--- src/rtl/ieeedrv_rom_loader_pkg.sv ---
// Shared drive-ROM definitions used by the ROM multiplexer and the ROM write agents.
package ieeedrv_pkg;

  localparam int         ROM_MUX_OFFSET = 3;
  localparam logic [2:0] ROM_SLOT_IDLE  = 3'd7;

  typedef enum logic [1:0] {LD_IDLE, LD_PEND, LD_WRITE} ldr_state_t;

endpackage

--- src/rtl/ieeedrv_slot_timer.sv ---
// Tracks position inside the per-ph2 ROM read schedule and flags the idle slot.
module ieeedrv_slot_timer
  import ieeedrv_pkg::*;
(
  input  logic       clk,
  input  logic       reset_n,
  input  logic       ph2,
  output logic [2:0] slot_cnt,
  output logic       win
);

  always_ff @(posedge clk or negedge reset_n) begin
    if (!reset_n) begin
      slot_cnt <= ROM_SLOT_IDLE;
    end else if (ph2) begin
      slot_cnt <= '0;
    end else if (slot_cnt != ROM_SLOT_IDLE) begin
      slot_cnt <= slot_cnt + 3'd1;
    end
  end

  // ph2 restarts the schedule, so it closes the window even at the idle count
  assign win = (slot_cnt == ROM_SLOT_IDLE) && !ph2;

endmodule

--- src/rtl/ieeedrv_rom_loader.sv ---
// Writes the HPS ioctl download stream into the shared drive ROM, one byte per idle slot.
module ieeedrv_rom_loader
  import ieeedrv_pkg::*;
#(
  parameter int          NDR       = 4,
  parameter int          ADDRWIDTH = 14,
  parameter logic [7:0]  INDEX     = 8'd0,
  parameter logic [24:0] ADDR_BASE = 25'd0
) (
  input  logic                 clk,
  input  logic                 reset_n,
  input  logic                 ph2,
  input  logic                 ioctl_download,
  input  logic [7:0]           ioctl_index,
  input  logic                 ioctl_wr,
  input  logic [24:0]          ioctl_addr,
  input  logic [7:0]           ioctl_data,
  output logic                 ioctl_wait,
  output logic [ADDRWIDTH-1:0] rom_addr,
  output logic [7:0]           rom_data,
  output logic                 rom_wren,
  output logic                 drv_hold,
  output logic                 rom_loaded
);

  logic [2:0]  slot_cnt;
  logic        win;
  logic        slot_free;
  logic        active;
  logic        in_range;
  logic [24:0] off;
  ldr_state_t  state;

  ieeedrv_slot_timer u_slot_timer (
    .clk      (clk),
    .reset_n  (reset_n),
    .ph2      (ph2),
    .slot_cnt (slot_cnt),
    .win      (win)
  );

  // The last read slot is NDR+OFFSET-1; the write slot must lie beyond it
  assign slot_free = win && (slot_cnt > 3'(NDR + ROM_MUX_OFFSET - 1));

  assign active   = ioctl_download && (ioctl_index == INDEX);
  assign off      = ioctl_addr - ADDR_BASE;
  assign in_range = (ioctl_addr >= ADDR_BASE) && ((off >> ADDRWIDTH) == '0);

  always_ff @(posedge clk or negedge reset_n) begin
    if (!reset_n) begin
      drv_hold <= 1'b0;
    end else begin
      drv_hold <= active;
    end
  end

  always_ff @(posedge clk or negedge reset_n) begin
    if (!reset_n) begin
      state      <= LD_IDLE;
      ioctl_wait <= 1'b0;
      rom_wren   <= 1'b0;
      rom_addr   <= '0;
      rom_data   <= '0;
      rom_loaded <= 1'b0;
    end else begin
      case (state)
        LD_IDLE: begin
          if (ioctl_wr && active && in_range) begin
            rom_addr   <= off[ADDRWIDTH-1:0];
            rom_data   <= ioctl_data;
            ioctl_wait <= 1'b1;
            state      <= LD_PEND;
          end
        end
        LD_PEND: begin
          if (slot_free) begin
            rom_wren <= 1'b1;
            state    <= LD_WRITE;
          end
        end
        LD_WRITE: begin
          rom_wren   <= 1'b0;
          ioctl_wait <= 1'b0;
          rom_loaded <= 1'b1;
          state      <= LD_IDLE;
        end
        default: begin
          state <= LD_IDLE;
        end
      endcase
    end
  end

endmodule

--- config.mk ---
export PLATFORM = sky130hd
export DESIGN_NAME = ieeedrv_rom_loader
export DESIGN_NICKNAME = d
export VERILOG_FILES = /design/src/rtl/ieeedrv_rom_loader_pkg.sv /design/src/rtl/ieeedrv_slot_timer.sv /design/src/rtl/ieeedrv_rom_loader.sv
export SDC_FILE = /design/constraint.sdc
export NUM_CORES = 1
export LEC_CHECK = 0
export BUFFER_PORTS_ARGS = -buffer_cell sky130_fd_sc_hd__buf_2
export CAP_MARGIN = 10
export CORE_MARGIN = 8
export CORE_UTILIZATION = 40
export CTS_CLUSTER_DIAMETER = 80
export DETAILED_ROUTE_END_ITERATION = 8
export MAX_ROUTING_LAYER = met4
export PLACE_DENSITY = 0.85
export SLEW_MARGIN = 20
export SYNTH_ARGS = -nofsm -noshare
export SYNTH_HDL_FRONTEND = slang
export SYNTH_SLANG_ARGS = --single-unit
export TNS_END_PERCENT = 10
--- constraint.sdc ---
create_clock -name clk -period 1.7 [get_ports clk]
set_input_delay 0.51 -clock clk [delete_from_list [all_inputs] [get_ports clk]]
set_output_delay 0.51 -clock clk [all_outputs]
set_load 0.05 [all_outputs]
==> run metrics, run 1 <==
status finished clean; #FFs+latches synth 31; fin crit period 1.67 ns; CP cell instances nor4b_2 -> nand4_1 -> nor2_4 -> clkbuf_16 -> mux2_4; Least-Margin Pin Slew 0.373 ns; CTS tree done; Yosys Warn Count 0; hold buffers post-CTS 0; Syn-to-layout area delta 42.2%; Sink Count 31; Avg Inst Size Synth 15.7 sq um; max_slew headroom 0.751; Worst Setup Start Kind flop; P per Cell Area 686 nW/um^2; sequential share of the synthesized area 0.566; slowest stage cell, crit path dfrtp_1; H-tree depth 2; vias in the first global route 1104; Final Cycle Share 0.982; worst hold path class primary input to asynchronous set/reset pin; worst-path fanout max 8; dpl cell area 1830 sq um; nets 222; DRT Pass-1 Iters 4; WP data required 1.91 ns; drt drc 0; maxcap violations 0; Final setup viols 0; slowest cell delay on critical path 0.40 ns; Fill cells 285; Worst Clk Skew 0.00498 ns; Post-Route WL 3160 microns; via count 1040; CTS buffer count 5; Final Cell Area 1960 sq um; Final Max Tran Viols 0; post-synth cell types 25; post-synthesis cell count 88; drt wl/cell 14.4 microns; Core Region 3310 sq um; WS Path Type flop to flop; Max IR drop VDD 362 uV; syn_nets 137; DRT antenna net count 0; GRT Overall Usage 0.121; CP arrival 1.88 ns; # rows 21; f_max 599 MHz; dpl hpwl 2470 microns; DR iter-0 viols 37; Die Y 74.7 microns; Mapped Area 1380 sq um; crit end category flop; leak pwr 1.08 nW; buffer depth of the longest clock path 2; GP Congestion 0.720; IO Count 72; layout cells sized above 1 0.695; clock slew at reported path FFs 0.09 ns; initial core utilization 0.416; setup TNS 0 ns; Avg Vias per Cell 4.73; Die Width 74.7 microns; grt ovf 0; clk_lat worst skew 0.33 ns; first-pass GRT wire length 4890 microns; IO buf count 71; largest net degree at the start of global routing 32; RSZ-0062 raised after global routing true; # diodes 0; CTS Root Cell clkbuf_4; Buf/Inv on CP 1; delay-heaviest family, CP simple AND/OR/NAND/NOR gates; Die Area 5580 sq um; Final Hold Fails 0; initial antenna violation count 0
flip-flops by register name, summed over array words and instances (netlist names):
name,flops
ioctl_wait,1
rom_addr,14
rom_wren,1
rom_data,8
drv_hold,1
state,2
u_slot_timer.slot_cnt,3
rom_loaded,1
worst register-to-register path: stages (launching register included):
cell and delay (ns):
dfrtp_1 0.40, nor4b_2 0.21, nand4_1 0.20, nor2_4 0.24, clkbuf_16 0.21, mux2_4 0.30
final timing paths:
check / startpoint / end / slack (ns) / cells after the start
min in group clk: ph2 / u_slot_timer.slot_cnt[1] / 0.39 / 2
worst max-delay path: state[1] / rom_addr[3] / 0.03 / 5
worst max register to register: state[1] / rom_addr[3] / 0.03 / 5
worst min-delay path: reset_n / ioctl_wait / 0.18 / 2
worst min register to register: rom_loaded / rom_loaded / 0.48 / 1
max in group asynchronous: reset_n / u_slot_timer.slot_cnt[1] / 1.21 / 2
where the power goes:
part,switching [mW],internal (mW),total [mW]
sequential,0.00736,0.751,0.758
clock,0.233,0.243,0.476
combinational,0.0515,0.0582,0.110
layout by cell type, fill, tap and decap left out, types with 2 or more instances in the layout:
master	n
nor2_1	3
dfstp_2	3
buf_12	2
inv_1	3
nor4_2	3
dfrtp_1	28
nor3_1	2
clkbuf_4	5
clkbuf_8	2
nand2b_1	3
buf_4	6
o21ai_0	2
buf_2	71
ha_1	2
mux2_2	3
mux2_4	19
per-layer routing:
metal | vias to the layer above | track usage | share of wire
met5 | - | - | 0
met3 | 7 | 0.0493 | 0.10
li1 | 489 | - | -
met4 | 0 | 0.0522 | 0.015
met1 | 488 | 0.146 | 0.44
met2 | 56 | 0.175 | 0.44
Yosys cell counts:
master / n / area (sq um)
dfrtp_1: 28 / 701
mux2_4: 19 / 285
nor4_1: 4 / 25.0
dfstp_2: 3 / 78.8
ha_1: 3 / 37.5
inv_1: 3 / 11.3
mux2_2: 3 / 33.8
nand2b_1: 3 / 18.8
nor2_1: 3 / 11.3
buf_12: 2 / 40.0
nor3_1: 2 / 10.0
o21ai_0: 2 / 10.0
a21o_1: 1 / 7.51
a21oi_1: 1 / 5.00
mux2i_1: 1 / 10.0
nand2_1: 1 / 3.75
nand4_1: 1 / 6.26
nand4b_2: 1 / 15.0
nor2_4: 1 / 11.3
nor4_2: 1 / 12.5
nor4b_2: 1 / 15.0
o22ai_1: 1 / 6.26
or2_2: 1 / 6.26
or2b_1: 1 / 7.51
xor2_1: 1 / 8.76
per-stage QoR:
step / setup slack, ns / hold WS (ns) / std cells / total power, mW / util
2_1_floorplan: -0.0441 / 0.214 / 88 / 0.802 / -
3_3_place_gp: -0.210 / 0.446 / 207 / 0.879 / 0.552
3_5_place_dp: -0.236 / 0.454 / 207 / 0.881 / 0.552
4_1_cts: 0.0202 / 0.174 / 219 / 1.37 / 0.588
5_1_grt: -0.103 / 0.191 / 220 / 1.42 / 0.592
6_report: 0.0314 / 0.180 / 220 / 1.34 / 0.592
kinds of logic (layout without fill, tap and decap cells):
| logic type | count (synthesis) | count (layout) | share of synthesized area |
|---|---|---|---|
| AND/OR/NAND/NOR | 20 | 20 | 0.104 |
| multiplexers | 23 | 23 | 0.239 |
| adder cells (fa/ha/maj) | 3 | 3 | 0.0273 |
| XOR/XNOR | 1 | 1 | 0.00636 |
| AO/OA/AOI/OAI | 5 | 5 | 0.0209 |
| buffers and inverters | 5 | 91 | 0.0372 |
| flip-flops | 31 | 31 | 0.566 |
what timing repair did:
action                                  4_1_cts  5_1_grt
gates resized for setup                       1        3
setup buffers                                 3        1
gates cloned                                  1        0
endpoints found under the setup margin       19       23
pin swaps                                     4        0
endpoints found under the hold margin         0        0
area by class of cell:
| class | count | area (sq um) | share of cell area |
|---|---|---|---|
| Tap cell | 46 | 57.6 | 0.0294 |
| Timing Repair Buffer | 80 | 465 | 0.238 |
| Clock buffer | 8 | 68.8 | 0.0351 |
| Inverter | 3 | 11.3 | 0.00575 |
| Sequential cell | 31 | 779 | 0.398 |
| Multi-Input combinational cell | 52 | 577 | 0.294 |
Note: power is estimated with default switching activity, not from simulation.
==> run 2: changes to the inputs <==
CORE_UTILIZATION = 35   (was 40)
PLACE_DENSITY = 0.77   (was 0.85)
==> run 2 against run 1 <==
Critical path depth unchanged. Global-route usage down 0.059 points. Via count down 0.77%. Clock-buffer cell count down 1. Total power up 4.7%. Cell count up 2.7%. Non-clock buffer count up 3. Sequential cell count unchanged. Maximum frequency down 1.3%. Highest routed layer unchanged.
==> run metrics, run 2 (synthesis results as in run 1) <==
CTS tree done; P per Cell Area 704 nW/um^2 (+2.6%); Core Region 3880 sq um (+17%); Final Max Tran Viols 0 (unchanged); CTS Root Cell clkbuf_8; hold buffers post-CTS 0 (unchanged); Die Area 6200 sq um (+11%); nets 225 (+1.4%); Final Cycle Share 0.995 (+0.0130); dpl cells 213 (+2.9%); IO Count 72 (unchanged); WP data required 1.86 ns (-0.05 ns); Die Width 78.7 microns (+5.4%); f_max 591 MHz (-1.3%); initial antenna violation count 0 (unchanged); largest net degree at the start of global routing 32 (unchanged); Worst Clk Skew 0.00464 ns (-0.000337 ns); Syn-to-layout area delta 45.1%; DR iter-0 viols 7 (-81%); WS Path Type flop to flop; Die Y 78.7 microns (+5.4%); Final Hold Slack 0.244 ns (+0.0640 ns); GRT Overall Usage 0.121 (-0.000589); IO buf count 71 (unchanged); clk_lat worst skew 0.27 ns (-0.06 ns); crit end category flop; setup ws final 0.00928 ns (-0.0222 ns); setup TNS 0 ns (unchanged); Worst Setup Start Kind flop; Sink Count 31 (unchanged); RSZ-0062 raised after global routing true; initial core utilization 0.355 (-0.0615); layout cells sized above 1 0.693 (-0.00222); drt drc 0 (unchanged); fin crit period 1.69 ns (+0.0222 ns); Post-Route WL 3590 microns (+13%); Least-Margin Pin Slew 0.404 ns (+0.0308 ns); DRT antenna net count 0 (unchanged); biggest regs rom_addr: 14 flops, rom_data: 8 flops, u_slot_timer.slot_cnt: 3 flops; most frequent cells in the layout 71 x buf_2, 28 x dfrtp_1, 19 x mux2_4; commonest non-fill, non-tap cell in the layout buf_2; clock slew at reported path FFs 0.06 ns (-0.03 ns); vias in the first global route 1202 (+8.9%); maxcap violations 0 (unchanged); CTS buffer count 5 (unchanged); worst-path fanout max 8 (unchanged); Post-Place Setup Slack -0.222 ns (+0.0133 ns); H-tree depth 2 (unchanged); worst hold path class primary input to asynchronous set/reset pin; drt wl/cell 15.9 microns (+10%); grt ovf 0 (unchanged); DRT Pass-1 Iters 4 (unchanged); Cell Count, Final, Fillers Out 226 (+2.7%); buffer depth of the longest clock path 2 (unchanged); dpl hpwl 2670 microns (+8.4%); Final setup viols 0 (unchanged); # rows 23 (+9.5%); # diodes 0 (unchanged); first-pass GRT wire length 5670 microns (+16%); status finished clean; leak pwr 1.09 nW (+1.6%); GP Congestion 0.733 (+1.8%); power consumption 1.41 mW (+4.7%); max_slew headroom 0.731 (-0.0205); Max IR drop VDD 457 uV (+26%); Final Hold Fails 0 (unchanged); via count 1032 (-0.77%); Most flops, register rom_addr; CP arrival 1.85 ns (-0.03 ns); max reg flops 14 (unchanged); Avg Vias per Cell 4.57 (-3.4%)
-- run 2: final cells by class --
type / instances / area, sq um
flip-flops and latches: 31 / 779
clock buffers: 7 / 76.3
repair buffers: 83 / 479
inverters: 3 / 11.3
fillers: 355 / 1890
multi-input cells: 52 / 589
well taps: 50 / 62.6
-- run 2: critical path, stage by stage, from the launching register on --
cell       delay (ns)
dfrtp_1          0.39
nor4b_2          0.22
nand4_1          0.21
nor2_4           0.26
clkbuf_16        0.21
mux2_4           0.30
-- run 2: metrics by stage --
stage,instance area [sq um],utilization
after floorplan,1400,-
after global placement,1830,0.472
after detailed placement,1830,0.472
after CTS,1940,0.500
after global routing,2000,0.514
final,2000,0.514
-- run 2: power breakdown --
group	internal (mW)	switching (mW)	total, mW
clock	0.281	0.251	0.532
combinational	0.0591	0.0566	0.116
sequential	0.752	0.00728	0.759
-- run 2: final timing paths --
| check | slack (ns) | start | depth (start not counted) | to |
|---|---|---|---|---|
| min reg2reg | 0.47 | rom_loaded | 1 | rom_loaded |
| min | 0.24 | reset_n | 2 | rom_loaded |
| max | 0.009 | state[1] | 5 | rom_data[1] |
| min in group clk | 0.45 | ph2 | 2 | u_slot_timer.slot_cnt[0] |
| max in group asynchronous | 1.13 | reset_n | 2 | u_slot_timer.slot_cnt[2] |
| max reg2reg | 0.009 | state[1] | 5 | rom_data[1] |
-- run 2: repair_timing --
| action | in CTS | in global routing |
|---|---|---|
| pin swaps | 2 | 4 |
| endpoints found under the setup margin | 3 | 24 |
| gates resized for setup | 0 | 4 |
| setup buffers | 4 | 1 |
| cloned | 0 | 1 |
-- run 2: layer usage --
metal	routed length, microns	part of all wire	global-route usage
met4	52	0.015	0.0444
met5	0	0	-
met3	324	0.090	0.0621
met1	1540	0.43	0.130
met2	1670	0.46	0.187
